File: src/rtl/mic_i2s_rx.sv
// I2S microphone receiver: synchronizes BCLK/LRCK/DIN into CLK, deserializes left/right words into a frame FIFO.
// Optional frame counter output FRAME_CNT is built when MIC_I2S_RX_FRAME_CNT_EN is defined.
module mic_i2s_rx #(
    parameter int DATA_W     = 16,
    parameter int FIFO_DEPTH = 4
) (
    input  logic                          CLK,
    input  logic                          RESET_N,
    input  logic                          EN,
    input  logic                          AUD_BCLK,
    input  logic                          AUD_ADCLRCK,
    input  logic                          GPIO_DIN,
    output logic [2*DATA_W-1:0]           OUT_DATA,
    output logic                          OUT_VALID,
    input  logic                          OUT_READY,
    output logic [$clog2(FIFO_DEPTH):0]   FIFO_COUNT,
    output logic                          OVERFLOW,
    output logic                          FRAME_ERR,
    input  logic                          CLR_FLAGS
`ifdef MIC_I2S_RX_FRAME_CNT_EN
    ,
    output logic [15:0]                   FRAME_CNT
`endif
);

    localparam int AW = $clog2(FIFO_DEPTH);
    localparam int CW = $clog2(DATA_W + 1);

    typedef enum logic [1:0] {IDLE, SKIP, SHIFT, HOLD} state_t;

    logic [1:0]          bclk_sync_q, lrck_sync_q, din_sync_q;
    logic                bclk_prev_q;
    logic                lrck_prev_q;
    logic                bit_evt, lrck_s, din_s, lrck_tgl, short_word;
    state_t              state_q;
    logic                chan_q;
    logic [CW-1:0]       bit_cnt_q;
    logic [DATA_W-1:0]   left_q, right_q;
    logic                wr_req_q;
    logic [2*DATA_W-1:0] mem_q [FIFO_DEPTH];
    logic [AW-1:0]       wr_ptr_q, rd_ptr_q;
    logic [AW:0]         count_q;
    logic                full, pop, push_ok, drop;
    logic                overflow_q, frame_err_q;

    always_ff @(posedge CLK or negedge RESET_N) begin
        if (!RESET_N) begin
            bclk_sync_q <= '0;
            lrck_sync_q <= '0;
            din_sync_q  <= '0;
            bclk_prev_q <= 1'b0;
        end else begin
            // NOTE: clocked state uses non-blocking assignments so every flop samples pre-edge values.
            bclk_sync_q <= {bclk_sync_q[0], AUD_BCLK};
            lrck_sync_q <= {lrck_sync_q[0], AUD_ADCLRCK};
            din_sync_q  <= {din_sync_q[0], GPIO_DIN};
            bclk_prev_q <= bclk_sync_q[1];
        end
    end

    assign lrck_s     = lrck_sync_q[1];
    assign din_s      = din_sync_q[1];
    assign bit_evt    = bclk_sync_q[1] & ~bclk_prev_q;
    assign lrck_tgl   = lrck_s ^ lrck_prev_q;
    assign short_word = EN && bit_evt && (state_q == SHIFT) && lrck_tgl;

    // Word-alignment FSM; lrck_prev_q tracks LRCK as sampled on bit events, even while disabled.
    always_ff @(posedge CLK or negedge RESET_N) begin
        if (!RESET_N) begin
            state_q     <= IDLE;
            chan_q      <= 1'b0;
            bit_cnt_q   <= '0;
            left_q      <= '0;
            right_q     <= '0;
            wr_req_q    <= 1'b0;
            lrck_prev_q <= 1'b0;
        end else begin
            wr_req_q <= 1'b0;
            if (bit_evt) lrck_prev_q <= lrck_s;
            if (!EN) begin
                state_q <= IDLE;
            end else if (bit_evt) begin
                case (state_q)
                    IDLE: begin
                        if (lrck_prev_q && !lrck_s) begin
                            state_q <= SKIP;
                            chan_q  <= 1'b0;
                        end
                    end
                    SKIP: begin
                        bit_cnt_q <= '0;
                        state_q   <= SHIFT;
                    end
                    SHIFT: begin
                        if (lrck_tgl) begin
                            state_q <= lrck_s ? IDLE : SKIP;
                            chan_q  <= 1'b0;
                        end else begin
                            if (chan_q) right_q <= {right_q[DATA_W-2:0], din_s};
                            else        left_q  <= {left_q[DATA_W-2:0], din_s};
                            bit_cnt_q <= bit_cnt_q + CW'(1);
                            if (bit_cnt_q == CW'(DATA_W - 1)) begin
                                state_q  <= HOLD;
                                wr_req_q <= chan_q;
                            end
                        end
                    end
                    HOLD: begin
                        if (lrck_tgl) begin
                            state_q <= SKIP;
                            chan_q  <= lrck_s;
                        end
                    end
                    default: state_q <= IDLE;
                endcase
            end
        end
    end

    assign OUT_VALID  = (count_q != '0);
    assign full       = (count_q == (AW + 1)'(FIFO_DEPTH));
    assign pop        = OUT_VALID && OUT_READY;
    assign push_ok    = wr_req_q && (!full || pop);
    assign drop       = wr_req_q && full && !pop;
    assign OUT_DATA   = OUT_VALID ? mem_q[rd_ptr_q] : '0;
    assign FIFO_COUNT = count_q;

    // NOTE: frame storage is deliberately left unreset; OUT_DATA is masked to 0 while the FIFO is empty.
    always_ff @(posedge CLK) begin
        if (push_ok) mem_q[wr_ptr_q] <= {left_q, right_q};
    end

    // Power-of-two depth lets the pointers wrap by natural overflow.
    always_ff @(posedge CLK or negedge RESET_N) begin
        if (!RESET_N) begin
            wr_ptr_q <= '0;
            rd_ptr_q <= '0;
            count_q  <= '0;
        end else begin
            if (push_ok) wr_ptr_q <= wr_ptr_q + AW'(1);
            if (pop)     rd_ptr_q <= rd_ptr_q + AW'(1);
            count_q <= count_q + (AW + 1)'(push_ok) - (AW + 1)'(pop);
        end
    end

    always_ff @(posedge CLK or negedge RESET_N) begin
        if (!RESET_N) begin
            overflow_q  <= 1'b0;
            frame_err_q <= 1'b0;
        end else if (CLR_FLAGS) begin
            overflow_q  <= 1'b0;
            frame_err_q <= 1'b0;
        end else begin
            if (drop)       overflow_q  <= 1'b1;
            if (short_word) frame_err_q <= 1'b1;
        end
    end

    assign OVERFLOW  = overflow_q;
    assign FRAME_ERR = frame_err_q;

`ifdef MIC_I2S_RX_FRAME_CNT_EN
    logic [15:0] frame_cnt_q;

    always_ff @(posedge CLK or negedge RESET_N) begin
        if (!RESET_N)     frame_cnt_q <= '0;
        else if (push_ok) frame_cnt_q <= frame_cnt_q + 16'd1;
    end

    assign FRAME_CNT = frame_cnt_q;
`endif

endmodule

File: config.mk
export PLATFORM = sky130hd
export DESIGN_NAME = mic_i2s_rx
export DESIGN_NICKNAME = d
export VERILOG_FILES = /design/src/rtl/mic_i2s_rx.sv
export SDC_FILE = /design/constraint.sdc
export NUM_CORES = 1
export LEC_CHECK = 0
export BUFFER_PORTS_ARGS = -buffer_cell sky130_fd_sc_hd__buf_2
export CORE_AREA = 2 2 115 117
export DETAILED_ROUTE_END_ITERATION = 10
export DIE_AREA = 0 0 117 119
export GPL_TIMING_DRIVEN = 0
export PLACE_DENSITY_LB_ADDON = 0.25
export SLEW_MARGIN = 20
export SYNTH_ARGS = -nofsm -noshare
export SYNTH_HDL_FRONTEND = slang
export SYNTH_SLANG_ARGS = --single-unit
File: constraint.sdc
create_clock -name CLK -period 2.75 [get_ports CLK]
set_input_delay 0.275 -clock CLK [delete_from_list [all_inputs] [get_ports CLK]]
set_output_delay 0.275 -clock CLK [all_outputs]
set_load 0.02 [all_outputs]
---- Word level (Yosys, flattened, before mapping) ----
Memory sizes are Yosys's and may differ from the RTL's.
Cells that the tools add are included.
word-level totals
  register bits after elaboration ......... 58
  latch bits .............................. 0
  bits in writable memories ............... 128
  ROM bits ................................ 0
  bits of input ports ..................... 8
  output and inout bits ................... 38
  logic and storage cells ................. 89
  memories ................................ 1
operators by class
  add/subtract/negate cells ............... 5
  $mul .................................... 0
  divide/modulo/power cells ............... 0
  magnitude comparators ................... 0
  equality and inequality tests ........... 13
  shifts and indexed selects .............. 0
  muxes and demuxes ....................... 26
  bitwise logic cells ..................... 5
  reduce and logical (&&, ||, !) cells .... 23
memory list
  name   depth  bits a word  read ports  clocked after Yosys merged registers in  wr ports  line  source
  mem_q  4      32           1           0                                        1         40    logic [2*DATA_W-1:0] mem_q [FIFO_DEPTH];
operators by type and width
  kind                                                   count
  two-way mux 32 bit                                     1
  two-way mux 1 bit                                      15
  two-way mux 2 bit                                      6
  one-hot mux 5 bit (2 select lines)                     1
  AND reduction 5 bit                                    2
  logical AND 1 bit                                      8
  inequality test 2 bit, second input constant           4
  one-hot mux 2 bit (4 select lines)                     1
  AND reduction 4 bit                                    2
  inequality test 3 bit, second input constant           2
  AND reduction 6 bit                                    1
  nonzero test 2 bit                                     3
  nonzero test 3 bit                                     2
  adder 5 x 1 -> 5 bit, second input constant            1
  == test 5 x 4 -> 1 bit, second input constant          1
  two-way mux 5 bit                                      1
  adder 2 x 1 -> 2 bit, second input constant            2
  == test 2 bit, second input constant                   2
  inequality test 4 x 3 -> 1 bit, second input constant  1
  adder 3 x 1 -> 3 bit                                   1
  == test 3 bit, second input constant                   1
  logical NOT 1 bit                                      3
  NOT 1 bit                                              3
  one-hot mux 1 bit (3 select lines)                     1
  other kinds (7)                                        7

---- Logic depth before layout (Yosys ltp) ----
  depth after elaboration ................. 7
  mapped depth ............................ 11
  gate-level depth less buffers ........... 10

---- Worst setup path before layout ----
No wires, ideal clock.
  path type ............................... flip-flop to flip-flop
  start point ............................. register count_q[1] (netlist: FIFO_COUNT[1])
  end point ............................... register count_q[2] (netlist: FIFO_COUNT[2])
  setup time .............................. 0.133 ns
  arrival ................................. 2.263 ns
  data required time ...................... 2.617 ns
  slack ................................... 0.354 ns
  stages on the path, launching flop included .. 10
  buffers on the path ..................... 0
  period minus slack after synthesis ...... 2.396 ns
  cells stage by stage .................... dfrtp_1 > or3_1 > and2_1 > ha_1 > inv_1 > ha_1 > inv_1 > fa_1 > xnor2_1 > xnor2_1
between the ends
  word-level cells in the longest chain between the ends .. 6
  elaborated cells between the ends (all ways) .. 8
  those cells by class .................... add/sub (2); eq/ne (1); reduce/logical (5)
RTL lines
  what                         line  source
  start, declared              42    logic [AW:0] count_q;
  start signal, assigned       142   count_q <= count_q + (AW + 1)'(push_ok) - (AW + 1)'(pop);
  nonzero test 3 bit *         120   assign OUT_VALID = (count_q != '0);
  logical AND 1 bit *          122   assign pop = OUT_VALID && OUT_READY;
  via pop                      43    logic full, pop, push_ok, drop;
  logical OR 1 bit             123   assign push_ok = wr_req_q && (!full || pop);
  logical AND 1 bit            123
  adder 3 x 1 -> 3 bit         142
  subtractor 3 x 1 -> 3 bit *  142
Mark *: on every way through the listed nets, which the timed path passes. The rest lies on a longest branch.
A chain may end at the register's enable or synchronous reset.

---- Final worst setup path ----
Same ends and word-level chain as after synthesis.

==> key figures <==
Outcome
  • Status: complete, no violations

Global route
  • Initial antenna violation count: 0
  • Total GRT Usage: 20.4%
  • First-pass GRT wire length: 20.4 mm
  • GRT Residual Overflow: 0
  • Vias in the first global route: roughly 3800
  • Largest net degree at the start of global routing: 59

Finish
  • Non-Filler Instances: around 660
  • Footprint of the multi-input gates: 1960 um2
  • Fraction of layout cells with a size suffix above 1: 33.2%
  • Nets: 489
  • Fillers: 843
  • Most common cell after layout, fill and taps aside: edfxtp_1
  • ANT cells: 0
  • Area Growth Syn to Fin: 16.3%
  • Most frequent cells in the layout: edfxtp_1, dfrtp_1, buf_2
  • Reg area: around 5300 um2

Floorplanning
  • Std-Cell Rows: 42
  • Area of the die: 13900 um2
  • Initial Utilization: 57.4%
  • Die height: between 100 and 150 um
  • Die width: approximately 120 um
  • Core outline area: 12900 um2
  • Top Ports: 46

Synthesis
  • Yosys warning total: 0
  • Syn nets: 416
  • Avg Cell Area, Syn: around 19 um2
  • Mapped cell area: approximately 7400 um2
  • Gate Count Post-Synth: 393
  • #FFs+latches synth: 186
  • Yosys cell types: 38
  • Seq/Total Area, Yosys: slightly above 70%

Clock network
  • CTS root buf: clkbuf_16
  • H-tree depth: 4
  • CTS buffer count: 17
  • Post-CTS Setup Bufs: 0
  • Clk Latency, worst-skew pair: 0.43 ns
  • CTS tree: yes
  • Clk buf depth: 2
  • Clk slew on worst S/H paths: ~0.060 ns
  • Clock sink total: between 150 and 200

Power
  • Total power: 0.00554 W
  • Clock power share: about 45%
  • Pleak: 3.62 nW
  • Psw: 0.00103 W
  • VDD IR max: ~0.4 mV
  • Flop pwr share: between 50% and 60%
  • Combinational fraction of design power: roughly 1.2%
  • Pint: 0.00451 W
  • P per Cell Area: 644 nW/um2
  • Sw frac: 18.5%

Worst setup path
  • Crit. End Element: flop
  • Origin of the critical flop-to-flop path: FIFO_COUNT[1]
  • Reg2reg path depth: 9
  • Crit Path Class: flop to flop
  • Startpoint types: flop
  • Critical path arrival: 2.87 ns
  • FF-to-FF setup slack: around 0.22 ns
  • Reg2Reg Capture Point: FIFO_COUNT[2]
  • Max FO, Critical Path: 7
  • Critical path data required time: slightly above 3 ns

Place
  • Inst Count DP: a little over 600
  • Buffers on Ports: 45
  • HPWL after detailed placement: 7.61 mm
  • Gpl congestion: between 0.7 and 0.8

Detailed routing
  • Drt total wl: 12.6 mm
  • Drt first pass iters: 4
  • Final ANT Viol Nets: 0
  • Routed vias: 3552
  • Drt drc: 0
  • Post-DR vias/cell: 5.42
  • WL/cell: 19.3 um
  • DRT iter0 DRCs: 244

Timing
  • Slew @ Worst Pin: 0.825 ns
  • Relative slew margins: between 40% and 50%
  • Layout Skew: 0.00916 ns
  • Setup violators final: 0
  • Hold WS: about 0.14 ns
  • Slew Limit Fails: 0
  • Period utilisation layout: between 90% and 100%
  • Highest Clock Rate: ~400 MHz
  • Post-layout minimum cycle time: 2.53 ns
  • Final Hold Fails: 0
  • RSZ-0062 raised after global routing: no

Min path
  • Min-Delay Startpoint: EN
  • Hold path depth: 3
  • Worst Hold Path EP: state_q[0]
  • Min-delay worst type: primary input to flop

Run
  • Max-cap violations: 0
## cell usage after synthesis (all sizes together)
library cell	number	area share (%)
edfxtp	128	52
dfrtp	58	20
and2	37	3.1
mux2	32	5.3
mux4	32	9.7
ha	14	2.4
inv	14	0.71
nand2	13	0.66
buf	10	1.0
clkbuf	7	0.36
o21ai	6	0.41
a22o	5	0.59
mux2i	4	0.54
xnor2	4	0.47
nor2	3	0.15
nor3	3	0.36
a21o	2	0.20
a21oi	2	0.14
nand2b	2	0.17
nand4	2	0.37
o31ai	2	0.20
or3	2	0.17
a31oi	1	0.085
and3	1	0.085
and3b	1	0.12
fa	1	0.27
nand3	1	0.068
nand3b	1	0.10
nor2b	1	0.085
nor4b	1	0.12
o2111ai	1	0.12
o2bb2ai	1	0.12
xor2	1	0.12
## final cells by class
| cell class | count | area share, % |
|---|---|---|
| clock buffers | 20 | 5.08 |
| multi-input cells | 176 | 22.8 |
| clock inverters | 12 | 2.01 |
| repair buffers | 54 | 4.16 |
| inverters | 14 | 0.611 |
| flip-flops and latches | 186 | 61.6 |
| well taps | 176 | 2.56 |
| plain buffers | 17 | 1.18 |
## cells by family (layout without fill, tap and decap cells)
| logic type | Yosys count | after routing | share of synthesized area, % |
|---|---|---|---|
| simple gates | 68 | 68 | 5.58 |
| flops | 186 | 186 | 71.6 |
| xor+xnor | 5 | 5 | 0.592 |
| buf+inv | 31 | 117 | 2.08 |
| compound gates | 20 | 20 | 1.86 |
| fa+ha+maj | 15 | 15 | 2.64 |
| mux | 68 | 68 | 15.6 |
## state kept, by name, summed over array words and instances (netlist names)
signal,flops
bclk_prev_q,1
rd_ptr_q,2
lrck_sync_q,2
FIFO_COUNT,3
wr_req_q,1
wr_ptr_q,2
mem_q,128
lrck_prev_q,1
left_q,16
bclk_sync_q,2
right_q,16
din_sync_q,2
chan_q,1
OVERFLOW,1
FRAME_ERR,1
state_q,2
bit_cnt_q,5
## power groups by stage
stage	combinational (W)	clock (W)	sequential, W
3_3_place_gp	0.0000584	0	0.00304
5_1_grt	0.0000754	0.00265	0.00298
4_1_cts	0.0000671	0.00254	0.00298
6_report	0.0000660	0.00249	0.00298
2_1_floorplan	0.0000276	0	0.00303
3_5_place_dp	0.0000610	0	0.00304
## per-stage QoR
stage	setup WS, ns	instance area [um2]	util (%)	TNS, ns
final	0.221	8600	66.8	0
after global routing	0.0474	8600	66.8	0
after CTS	0.101	8590	66.7	0
after detailed placement	0.135	7930	61.6	0
after global placement	-0.102	7840	60.9	-10.70
after floorplan	0.354	7390	-	0
## per-layer routing
| metal | global-route usage, % | part of all wire [%] | vias up |
|---|---|---|---|
| met5 | 0 | 0 | - |
| met4 | 7.72 | 1.7 | 0 |
| met3 | 5.75 | 4.1 | 17 |
| met2 | 32.5 | 51 | 73 |
| met1 | 27.0 | 43 | 1822 |
| li1 | - | - | 1640 |
## worst max path at each step
| stage | cells after the start | slack [ns] | start | to |
|---|---|---|---|---|
| after floorplan | 9 | 0.35 | FIFO_COUNT[1] | FIFO_COUNT[2] |
| after global placement | 4 | -0.10 | FIFO_COUNT[2] | mem_q[0][28] |
| after detailed placement | 9 | 0.14 | FIFO_COUNT[1] | FIFO_COUNT[2] |
| after CTS | 11 | 0.10 | FIFO_COUNT[1] | FIFO_COUNT[2] |
| after global routing | 11 | 0.05 | FIFO_COUNT[1] | FIFO_COUNT[2] |
| final | 9 | 0.22 | FIFO_COUNT[1] | FIFO_COUNT[2] |
## timing repair
item,4_1_cts,5_1_grt
hold endpoints to repair,63,0
setup endpoints to repair,0,1
hold buffers,5,0
gates resized for setup,0,2
## worst max-delay path, stage by stage (launching register included)
cell and delay, ns:
dfrtp_1 0.48, or3_4 0.49, and2_1 0.23, ha_1 0.29, inv_1 0.06, ha_1 0.14, inv_1 0.05, fa_1 0.38
xnor2_1 0.19, xnor2_1 0.14
(Power assumes the default switching activity.)
